--- src/rtl/operand_forward_unit.sv ---
// Operand bypass for EXE: youngest matching producer wins, load-use hazards stall ID.
// Latency: 1 cycle from ID accept to src_valid; stall/id_ready are combinational.
// Backpressure: id_ready drops on a hazard or while a held operand set is not consumed.
module operand_forward_unit #(
    parameter int DATA_W  = 32,
    parameter int ADDR_W  = 5,
    parameter int NUM_SRC = 2,
    parameter int NUM_FWD = 3,
    parameter int CNT_W   = 16
) (
    input  logic                      clk,
    input  logic                      rst,
    input  logic                      id_valid,
    output logic                      id_ready,
    input  logic [NUM_SRC*ADDR_W-1:0] rs_addr,
    input  logic [NUM_SRC*DATA_W-1:0] rs_data,
    input  logic [NUM_FWD-1:0]        fwd_valid,
    input  logic [NUM_FWD*ADDR_W-1:0] fwd_rd,
    input  logic [NUM_FWD*DATA_W-1:0] fwd_data,
    input  logic [NUM_FWD-1:0]        fwd_pending,
    output logic                      src_valid,
    input  logic                      src_ready,
    output logic [NUM_SRC*DATA_W-1:0] src_data,
    output logic                      stall,
    input  logic                      perf_clr,
    output logic [CNT_W-1:0]          stall_cycles,
    output logic [CNT_W-1:0]          stall_events
);

    typedef enum logic {RUN, STALL} state_t;

    state_t                      state_q;
    state_t                      state_d;
    logic                        stall_evt;
    logic [NUM_SRC-1:0]          hazard;
    logic [NUM_SRC*DATA_W-1:0]   sel_dat;
    logic [NUM_SRC-1:0]          found;
    logic                        any_hazard;
    logic                        capture;

    // Scan stages youngest-first; once a stage wins, older matches are ignored.
    always_comb begin
        hazard  = '0;
        found   = '0;
        sel_dat = rs_data;
        for (int i = 0; i < NUM_SRC; i++) begin
            for (int k = 0; k < NUM_FWD; k++) begin
                if (!found[i] && fwd_valid[k]
                    && (fwd_rd[k*ADDR_W +: ADDR_W] == rs_addr[i*ADDR_W +: ADDR_W])
                    && (rs_addr[i*ADDR_W +: ADDR_W] != '0)) begin
                    found[i] = 1'b1;
                    if (fwd_pending[k]) begin
                        hazard[i] = 1'b1;
                    end else begin
                        sel_dat[i*DATA_W +: DATA_W] = fwd_data[k*DATA_W +: DATA_W];
                    end
                end
            end
        end
    end

    assign any_hazard = |hazard;
    assign stall      = id_valid && any_hazard;
    assign id_ready   = !any_hazard && (!src_valid || src_ready);
    assign capture    = id_valid && id_ready;

    always_comb begin
        state_d   = state_q;
        stall_evt = 1'b0;
        case (state_q)
            RUN: begin
                if (stall) begin
                    state_d   = STALL;
                    stall_evt = 1'b1;
                end
            end
            STALL: begin
                if (!stall) begin
                    state_d = RUN;
                end
            end
            default: state_d = RUN;
        endcase
    end

    always_ff @(posedge clk) begin
        if (rst) begin
            state_q <= RUN;
        end else begin
            state_q <= state_d;
        end
    end

    // A capture overrides a same-cycle consume so back-to-back operands flow without a bubble.
    always_ff @(posedge clk) begin
        if (rst) begin
            src_valid <= 1'b0;
            src_data  <= '0;
        end else if (capture) begin
            src_valid <= 1'b1;
            src_data  <= sel_dat;
        end else if (src_ready) begin
            src_valid <= 1'b0;
        end
    end

    always_ff @(posedge clk) begin
        if (rst || perf_clr) begin
            stall_cycles <= '0;
            stall_events <= '0;
        end else begin
            if (stall && (stall_cycles != '1)) begin
                stall_cycles <= stall_cycles + CNT_W'(1);
            end
            if (stall_evt && (stall_events != '1)) begin
                stall_events <= stall_events + CNT_W'(1);
            end
        end
    end

endmodule
--- config.mk ---
export PLATFORM = sky130hd
export DESIGN_NAME = operand_forward_unit
export DESIGN_NICKNAME = d
export VERILOG_FILES = /design/src/rtl/operand_forward_unit.sv
export SDC_FILE = /design/constraint.sdc
export NUM_CORES = 1
export LEC_CHECK = 0
export BUFFER_PORTS_ARGS = -buffer_cell sky130_fd_sc_hd__buf_2
export CAP_MARGIN = 20
export CORE_ASPECT_RATIO = 0.75
export CORE_MARGIN = 4
export CORE_UTILIZATION = 47
export DETAILED_ROUTE_END_ITERATION = 10
export PLACE_DENSITY = 0.81
export SLEW_MARGIN = 15
export SYNTH_ARGS = -nofsm -noshare
export SYNTH_HDL_FRONTEND = slang
export SYNTH_SLANG_ARGS = --single-unit
--- constraint.sdc ---
create_clock -name clk -period 3.2 [get_ports clk]
set_input_delay 0.48 -clock clk [delete_from_list [all_inputs] [get_ports clk]]
set_output_delay 0.48 -clock clk [all_outputs]
set_load 0.01 [all_outputs]
==> tab_implementation.tex, run 1 <==
\begin{tabular}{lr}
\hline
Metric & Value \\
\hline
\multicolumn{2}{l}{\textbf{Clocking}} \\
\quad Maximum buffer depth of the clock tree & 2 \\
\quad CTS-repair resized insts & 0 \\
\quad CTS hold repair buffers & 0 \\
\quad CTS sink cnt & 98 \\
\quad Root Buffer Master & clkbuf\_16 \\
\quad Number of buffers inserted during clock tree synthesis & 9 \\
\quad Clock latency reported for the late side of the worst-skew pair & 0.33 ns \\
\quad Clock slew at the register clock pins of the worst setup and hold paths & 0.07 ns \\
\quad TritonCTS clock tree & built \\
\quad H-Tree Depth & 3 \\
\quad Post-CTS setup repair buffer count & 0 \\
\multicolumn{2}{l}{\textbf{STA}} \\
\quad Skew final & 0.006835 ns \\
\quad Max-slew violation count & 0 \\
\quad Post-Route Hold Slack & 0.4590 ns \\
\quad Maximum achievable frequency & 324.7 MHz \\
\quad Setup violations, final & 0 \\
\quad Normalized max-slew margin & 46.47\% \\
\quad Final Worst Setup Slack & 0.1200 ns \\
\quad Unrepaired setup endpoints after global routing & no \\
\quad Number of hold-slack violations in the final timing report & 0 \\
\quad TNS Setup & 0 ns \\
\quad Final worst path period need & 3.080 ns \\
\quad Final worst path period share & 96.25\% \\
\quad Measured slew at the worst slew-check pin & 0.8001 ns \\
\multicolumn{2}{l}{\textbf{Logic synthesis}} \\
\quad Main combinational cell family by area after synthesis & compound AO/OA/AOI/OAI gates \\
\quad Top cells by area in the synthesized netlist & dfxtp\_1 32\%, a211oi\_1 16\%, mux2i\_1 11\% \\
\quad Syn\_area\_per\_cell & 7.921 um2 \\
\quad Multiplexer area fraction after synthesis & 11.05\% \\
\quad Xor/xnor cell area share of the yosys netlist & 5.827\% \\
\quad Synthesized Nets & 976 \\
\quad Unique cell type count in the Yosys netlist & 47 \\
\quad Post-synthesis compound-gate area fraction & 26.11\% \\
\quad Post-synthesis instance area & 0.006162 mm2 \\
\quad Largest area contributor in the synthesized netlist & dfxtp\_1 \\
\quad Most numerous cell types in the synthesized netlist & 153 x nor2\_1, 128 x a211oi\_1, 98 x dfxtp\_1, 78 x a21oi\_1, 68 x mux2i\_1 \\
\quad Async set or reset register ratio after synthesis & 0\% \\
\quad Most numerous cell in the Yosys netlist & nor2\_1 \\
\quad Number of flops mapped to enable cells by yosys & 0 \\
\quad Post-Syn Instances & 778 \\
\quad Synth Area in Simple Gates & 19.74\% \\
\quad Synth top area share & 31.84\% \\
\quad Primary flip-flop cell chosen by synthesis mapping & dfxtp\_1 \\
\quad Sequential area share after synthesis & 31.84\% \\
\quad Synthesized flop and latch total & 98 \\
\quad Synth Area in Adders & 0.4061\% \\
\quad Syn. warnings & 0 \\
\multicolumn{2}{l}{\textbf{Route}} \\
\quad DRT Wirelength & 20.74 mm \\
\quad First-pass DRT Iterations & 5 \\
\quad DRT iter0 DRCs & 361 \\
\quad Total number of vias & 6925 \\
\quad Detailed-route DRC error count & 0 \\
\quad Detail-routed net length per standard cell & 16.96 um \\
\quad Detail Route Antenna Nets & 0 \\
\quad Drt via density & 5.662 \\
\multicolumn{2}{l}{\textbf{Hold path}} \\
\quad Endpoint of the worst hold path & src\_valid\$\_SDFFE\_PP0P\_ \\
\quad Worst min-delay path category & in -> reg \\
\quad Cell depth of the worst hold path & 3 \\
\quad Beginning of the worst hold path & id\_valid \\
\multicolumn{2}{l}{\textbf{Layout}} \\
\quad Filler-free cell count of the finished design & 1223 \\
\quad Total number of nets in the final design & 1247 \\
\quad Fraction of layout instances using a drive strength above 1 & 34.16\% \\
\quad Layout Cell Area excl Fill & 0.008274 mm2 \\
\quad Fill cell count & 1118 \\
\quad Layout-stage area growth over the synthesis result & 34.27\% \\
\multicolumn{2}{l}{\textbf{Worst setup path}} \\
\quad Reg-to-Reg Start & stall\_events[6]\$\_SDFFE\_PP0P\_ \\
\quad Critical setup path kind & in -> out \\
\quad Signal arrival time at the worst endpoint & 2.60 ns \\
\quad Flop-to-flop setup slack & 0.94 ns \\
\quad Capture instance of the worst register-to-register path & stall\_events[10]\$\_SDFFE\_PP0P\_ \\
\quad Gate family responsible for the most delay along the worst path & simple AND/OR/NAND/NOR gates \\
\quad Worst R2R Path Depth & 8 \\
\quad Most common cell on crit path & buf\_2 \\
\quad Slowest stage delay, CP & 0.54 ns \\
\quad Sort of element at the start of the critical path & input pin \\
\quad Series of cell instances along the critical path & buf\_2 > or4\_4 > o211a\_1 > and3\_1 > o21a\_1 > a221oi\_4 > buf\_4 > and2\_1 > buf\_2 \\
\quad Required time at the endpoint of the critical path & 2.72 ns \\
\quad Buffering stage count on the worst path with inverters included & 3 \\
\quad Slowest stage cell, crit path & or4\_4 \\
\quad Maximum fanout along the worst path & 6 \\
\quad Endpoint class of the critical path & primary output \\
\multicolumn{2}{l}{\textbf{Floorplanning}} \\
\quad Floorplan core area & 0.01257 mm2 \\
\quad Effective utilization at floorplan & 49.03\% \\
\quad Ports & 295 \\
\quad Row cnt & 35 \\
\quad DIE WIDTH & 140.2 um \\
\quad Area of the die & 0.01503 mm2 \\
\quad Height of the chip & 107.2 um \\
\multicolumn{2}{l}{\textbf{Pwr}} \\
\quad Leakage power summed over all cells & 3.584 nW \\
\quad Proportion of power drawn by combinational gates & 21.1\% \\
\quad Power density normalized to cell area & 390.6 mW/mm2 \\
\quad Power share of the sequential group & 41.5\% \\
\quad Worst supply voltage drop on vdd & 0.2531 mV \\
\quad Internal Power & 0.002316 W \\
\quad Net Sw Frac & 28.33\% \\
\quad Switching power summed over all nets & 0.0009154 W \\
\quad Part of the power in the clock network & 37.4\% \\
\multicolumn{2}{l}{\textbf{Place}} \\
\quad Hpwl dp & 16.13 mm \\
\quad Buffers added on ports & 294 \\
\quad Total placed instance area & 0.007928 mm2 \\
\quad Placer congestion estimate & 0.9469 \\
\quad Pre-CTS setup slack & 0.01529 ns \\
\quad Placed Instances & 1204 \\
\multicolumn{2}{l}{\textbf{Run}} \\
\quad Count of max-cap constraint violations & 0 \\
\multicolumn{2}{l}{\textbf{Global routing}} \\
\quad Global-route wire length before repair & 32.41 mm \\
\quad Overall overflow remaining after global route & 0 \\
\quad Antenna violations before repair & 2 \\
\quad Number of global-route vias before repair & 6371 \\
\quad Largest net degree at the start of global routing & 70 \\
\quad GR Util All Layers & 26.33\% \\
\multicolumn{2}{l}{\textbf{Outcome}} \\
\quad Outcome & complete, no violations \\
\hline
\end{tabular}
==> power groups by stage <==
stage / Clock [W] / Combinational (W) / Sequential (W)
finish: 0.00121 / 0.000682 / 0.00134
global route: 0.00128 / 0.000751 / 0.00135
CTS: 0.00123 / 0.000682 / 0.00134
detailed placement: 0 / 0.000680 / 0.00137
global placement: 0 / 0.000673 / 0.00137
floorplan: 0 / 0.000313 / 0.00140
==> through the flow <==
step	util [%]	total power (W)
6_report	65.83	0.003232
5_1_grt	65.81	0.003381
4_1_cts	65.73	0.003257
3_5_place_dp	63.08	0.002047
3_3_place_gp	63.08	0.002039
2_1_floorplan	-	0.001714
==> state kept, by name, summed over array words and instances (netlist names) <==
signal	count
src_data	64
src_valid	1
stall_events	16
state_q	1
stall_cycles	16
==> logic make-up after synthesis <==
| kind of cell | count (synthesis) |
|---|---|
| compound gates | 236 |
| buf+inv | 70 |
| xor+xnor | 41 |
| fa+ha+maj | 2 |
| mux | 68 |
| simple gates | 263 |
| flops | 98 |
==> metal layers <==
layer	vias up	part of all wire [%]	global-route usage [%]	wire length, um
li1	3400	-	-	-
met1	3203	42	33.23	8629
met2	288	49	45.12	10080
met3	34	7.7	5.930	1589
met4	0	2.1	7.676	442
met5	-	0	0	0
==> worst max-delay path by stage <==
stage,to,slack (ns),startpoint,cells past startpoint
after floorplan,id_ready,0.27,rs_addr[1],8
after global placement,stall_cycles[9]$_SDFFE_PP0P_,0.09,rs_addr[1],11
after detailed placement,src_data[42]$_SDFFE_PP0P_,0.02,rs_addr[6],9
after CTS,id_ready,0.03,rs_addr[3],10
after global routing,id_ready,0.03,rs_addr[6],9
final,id_ready,0.12,rs_addr[1],9
==> area by class of cell <==
class                      count  area (um2)  share of cell area, %
antenna                        3       7.507                0.09073
clock buffer                   9       225.2                  2.722
clock inverter                 7       108.9                  1.316
inverter                       6       22.52                 0.2722
multi-input combinational    610        3919                  47.36
sequential                    98        1962                  23.71
tap                          166       207.7                  2.510
timing repair buffer         324        1822                  22.02
==> layout by cell type (no fill, tap or decap), types with 3 or more instances in the layout <==
cell       instances
buf_2            294
xor2_1            15
a31oi_1            3
o21ai_0            6
buf_12            10
diode_2            3
nand4_1            4
nand2_1           28
o211ai_1           4
mux2i_1           68
nor2_1           153
inv_1              6
or3_1              8
clkbuf_16          9
xnor2_1           26
buf_4             20
a31o_2             5
and3_1            10
a21oi_1           78
or4_1              3
nor4_1             3
o211a_1            3
nand2b_1           4
nor3_1            14
dfxtp_1           98
nand3_1           11
and2_1             4
a211oi_1         128
==> worst register-to-register path, cell delays in order, from the launching register on <==
cell and delay, ns:
dfxtp_1 0.42, and4_1 0.27, and3_1 0.20, nand2_1 0.13, or3_1 0.47, nand3b_1 0.22
nor2_1 0.06, buf_4 0.16, a41o_1 0.22
No activity file was read; power rests on OpenSTA's default activity.
==> inputs of run 2 (changes only) <==
--- a/config.mk
+++ b/config.mk
@@ -7,11 +7,13 @@
 export LEC_CHECK = 0
 export BUFFER_PORTS_ARGS = -buffer_cell sky130_fd_sc_hd__buf_2
 export CAP_MARGIN = 20
+export CELL_PAD_IN_SITES_DETAIL_PLACEMENT = 0
+export CELL_PAD_IN_SITES_GLOBAL_PLACEMENT = 2
 export CORE_ASPECT_RATIO = 0.75
 export CORE_MARGIN = 4
-export CORE_UTILIZATION = 47
+export CORE_UTILIZATION = 25
 export DETAILED_ROUTE_END_ITERATION = 10
-export PLACE_DENSITY = 0.81
+export PLACE_DENSITY_LB_ADDON = 0.1
 export SLEW_MARGIN = 15
 export SYNTH_ARGS = -nofsm -noshare
 export SYNTH_HDL_FRONTEND = slang
==> tab_implementation.tex, run 2 (synthesis results as in run 1) <==
\begin{tabular}{lr}
\hline
Metric & Value \\
\hline
\multicolumn{2}{l}{\textbf{Pwr}} \\
\quad Leakage power summed over all cells & 3.641 nW \\
\quad Worst supply voltage drop on vdd & 0.2328 mV \\
\quad Power density normalized to cell area & 383.4 mW/mm2 \\
\multicolumn{2}{l}{\textbf{STA}} \\
\quad Skew final & 0.005912 ns \\
\quad Normalized max-slew margin & 44.22\% \\
\quad Measured slew at the worst slew-check pin & 0.8368 ns \\
\quad Final worst path period need & 3.083 ns \\
\quad Maximum achievable frequency & 324.4 MHz \\
\quad Number of hold-slack violations in the final timing report & 0 \\
\quad Max-slew violation count & 0 \\
\quad Final Worst Setup Slack & 0.1169 ns \\
\quad Unrepaired setup endpoints after global routing & no \\
\quad Final worst path period share & 96.35\% \\
\quad Setup violations, final & 0 \\
\multicolumn{2}{l}{\textbf{Route}} \\
\quad Met1 Wirelength & 12.32 mm \\
\quad Sum of met2 wire segment lengths after detailed routing & 11.02 mm \\
\quad Drt via density & 4.803 \\
\quad First-pass DRT Iterations & 4 \\
\quad Detailed-route DRC error count & 0 \\
\quad Met3 wirelength from detailed routing & 2.039 mm \\
\quad Highest Signal Layer & met5 \\
\quad Detail Route Antenna Nets & 0 \\
\quad Total number of vias & 6710 \\
\quad DRT iter0 DRCs & 282 \\
\quad DRT Wirelength & 25.58 mm \\
\quad Detail-routed net length per standard cell & 18.31 um \\
\multicolumn{2}{l}{\textbf{Layout}} \\
\quad Layout Cell Area excl Fill & 0.008562 mm2 \\
\quad Registers with the most flip-flops & src\_data (64), stall\_cycles (16), stall\_events (16) \\
\quad Number of flip-flops in the largest register & 64 \\
\quad Footprint of the multi-input gates & 0.003914 mm2 \\
\quad Total number of nets in the final design & 1258 \\
\quad Register area & 0.001962 mm2 \\
\quad Fill cell count & 2632 \\
\quad Layout-stage area growth over the synthesis result & 38.94\% \\
\quad Most common library cell in the layout ignoring fill and taps & buf\_2 \\
\quad Fraction of layout instances using a drive strength above 1 & 34.65\% \\
\quad Commonest cells after routing, fill and taps aside & 294 x buf\_2, 153 x nor2\_1, 128 x a211oi\_1 \\
\quad Register name with the most flops & src\_data \\
\multicolumn{2}{l}{\textbf{Place}} \\
\quad Hpwl dp & 19.80 mm \\
\quad Total placed instance area & 0.008214 mm2 \\
\quad Pre-CTS setup slack & -0.04504 ns \\
\quad Placer congestion estimate & 0.7947 \\
\quad Buffers added on ports & 294 \\
\multicolumn{2}{l}{\textbf{Floorplanning}} \\
\quad Ports & 295 \\
\quad Area of the die & 0.02725 mm2 \\
\quad Row cnt & 49 \\
\quad Effective utilization at floorplan & 25.58\% \\
\quad Height of the chip & 144.0 um \\
\quad DIE WIDTH & 189.3 um \\
\quad Floorplan core area & 0.02409 mm2 \\
\multicolumn{2}{l}{\textbf{Clocking}} \\
\quad Clock slew at the register clock pins of the worst setup and hold paths & 0.07 ns \\
\quad CTS sink cnt & 98 \\
\quad Root Buffer Master & clkbuf\_16 \\
\quad CTS-repair resized insts & 0 \\
\quad TritonCTS clock tree & built \\
\quad Post-CTS setup repair buffer count & 0 \\
\quad Maximum buffer depth of the clock tree & 2 \\
\quad CTS hold repair buffers & 0 \\
\quad H-Tree Depth & 3 \\
\quad Clock latency reported for the late side of the worst-skew pair & 0.36 ns \\
\quad Number of buffers inserted during clock tree synthesis & 9 \\
\multicolumn{2}{l}{\textbf{Worst setup path}} \\
\quad Slowest stage cell, crit path & or4\_1 \\
\quad Series of cell instances along the critical path & buf\_2 > or4\_1 > o211a\_1 > and3\_1 > o21a\_1 > a221oi\_4 > buf\_12 > and2\_1 > buf\_2 \\
\quad Sort of element at the start of the critical path & input pin \\
\quad Endpoint class of the critical path & primary output \\
\quad Slowest stage delay, CP & 0.59 ns \\
\quad Most common cell on crit path & buf\_2 \\
\quad Required time at the endpoint of the critical path & 2.72 ns \\
\quad Maximum fanout along the worst path & 16 \\
\quad Critical setup path kind & in -> out \\
\quad Buffering stage count on the worst path with inverters included & 3 \\
\quad Signal arrival time at the worst endpoint & 2.60 ns \\
\quad Gate family responsible for the most delay along the worst path & simple AND/OR/NAND/NOR gates \\
\multicolumn{2}{l}{\textbf{Global routing}} \\
\quad Global-route wire length before repair & 39.04 mm \\
\quad Overall overflow remaining after global route & 0 \\
\quad Largest net degree at the start of global routing & 70 \\
\quad GR Util All Layers & 18.39\% \\
\quad Antenna violations before repair & 2 \\
\quad Number of global-route vias before repair & 6669 \\
\multicolumn{2}{l}{\textbf{Outcome}} \\
\quad Outcome & complete, no violations \\
\multicolumn{2}{l}{\textbf{Hold path}} \\
\quad Worst min-delay path category & in -> reg \\
\multicolumn{2}{l}{\textbf{Run}} \\
\quad Count of max-cap constraint violations & 0 \\
\hline
\end{tabular}
[run 2: tightest hold or removal path: stages]
cell,delay [ns]
buf_2,0.12
or3_1,0.10
mux2i_1,0.05
[run 2: final timing paths]
check        slack (ns)  cells past startpoint                    startpoint                            end
max                0.12                      9                    rs_addr[6]                       id_ready
min                0.44                      3                      perf_clr   stall_cycles[8]$_SDFFE_PP0P_
max reg2reg        0.83                      9  stall_events[6]$_SDFFE_PP0P_  stall_events[10]$_SDFFE_PP0P_
min reg2reg        0.50                      2     src_data[22]$_SDFFE_PP0P_      src_data[22]$_SDFFE_PP0P_
[run 2: cell type report]
type	count	share of cell area, %
Multi-Input combinational cell	610	45.71
Sequential cell	98	22.91
Timing Repair Buffer	335	22.39
Tap cell	331	4.837
Clock buffer	12	2.996
Clock inverter	4	0.8622
Inverter	6	0.2630
Antenna cell	1	0.02923
[run 2: layer usage]
layer / GRT usage, % / up-vias
li1: - / 3426
met1: 25.31 / 3059
met2: 28.81 / 206
met3: 5.901 / 15
met4: 3.196 / 4
met5: 0 / -
[run 2: metrics by stage]
stage | total power (W) | TNS [ns] | utilization [%] | hold WS (ns) | std cells
2_1_floorplan | 0.001714 | 0 | - | 0.4983 | 778
3_3_place_gp | 0.002084 | -0.0006446 | 34.09 | 0.4783 | 1378
3_5_place_dp | 0.002077 | -0.3862 | 34.09 | 0.4878 | 1378
4_1_cts | 0.003338 | 0 | 35.46 | 0.4227 | 1394
5_1_grt | 0.003459 | 0 | 35.52 | 0.4533 | 1396
6_report | 0.003282 | 0 | 35.54 | 0.4431 | 1397
[run 2: power breakdown]
| part | switching, W | leakage, nW | internal [W] |
|---|---|---|---|
| sequential | 0.0000403 | 0.806 | 0.00130 |
| combinational | 0.000386 | 2.67 | 0.000320 |
| clock | 0.000508 | 0.163 | 0.000730 |
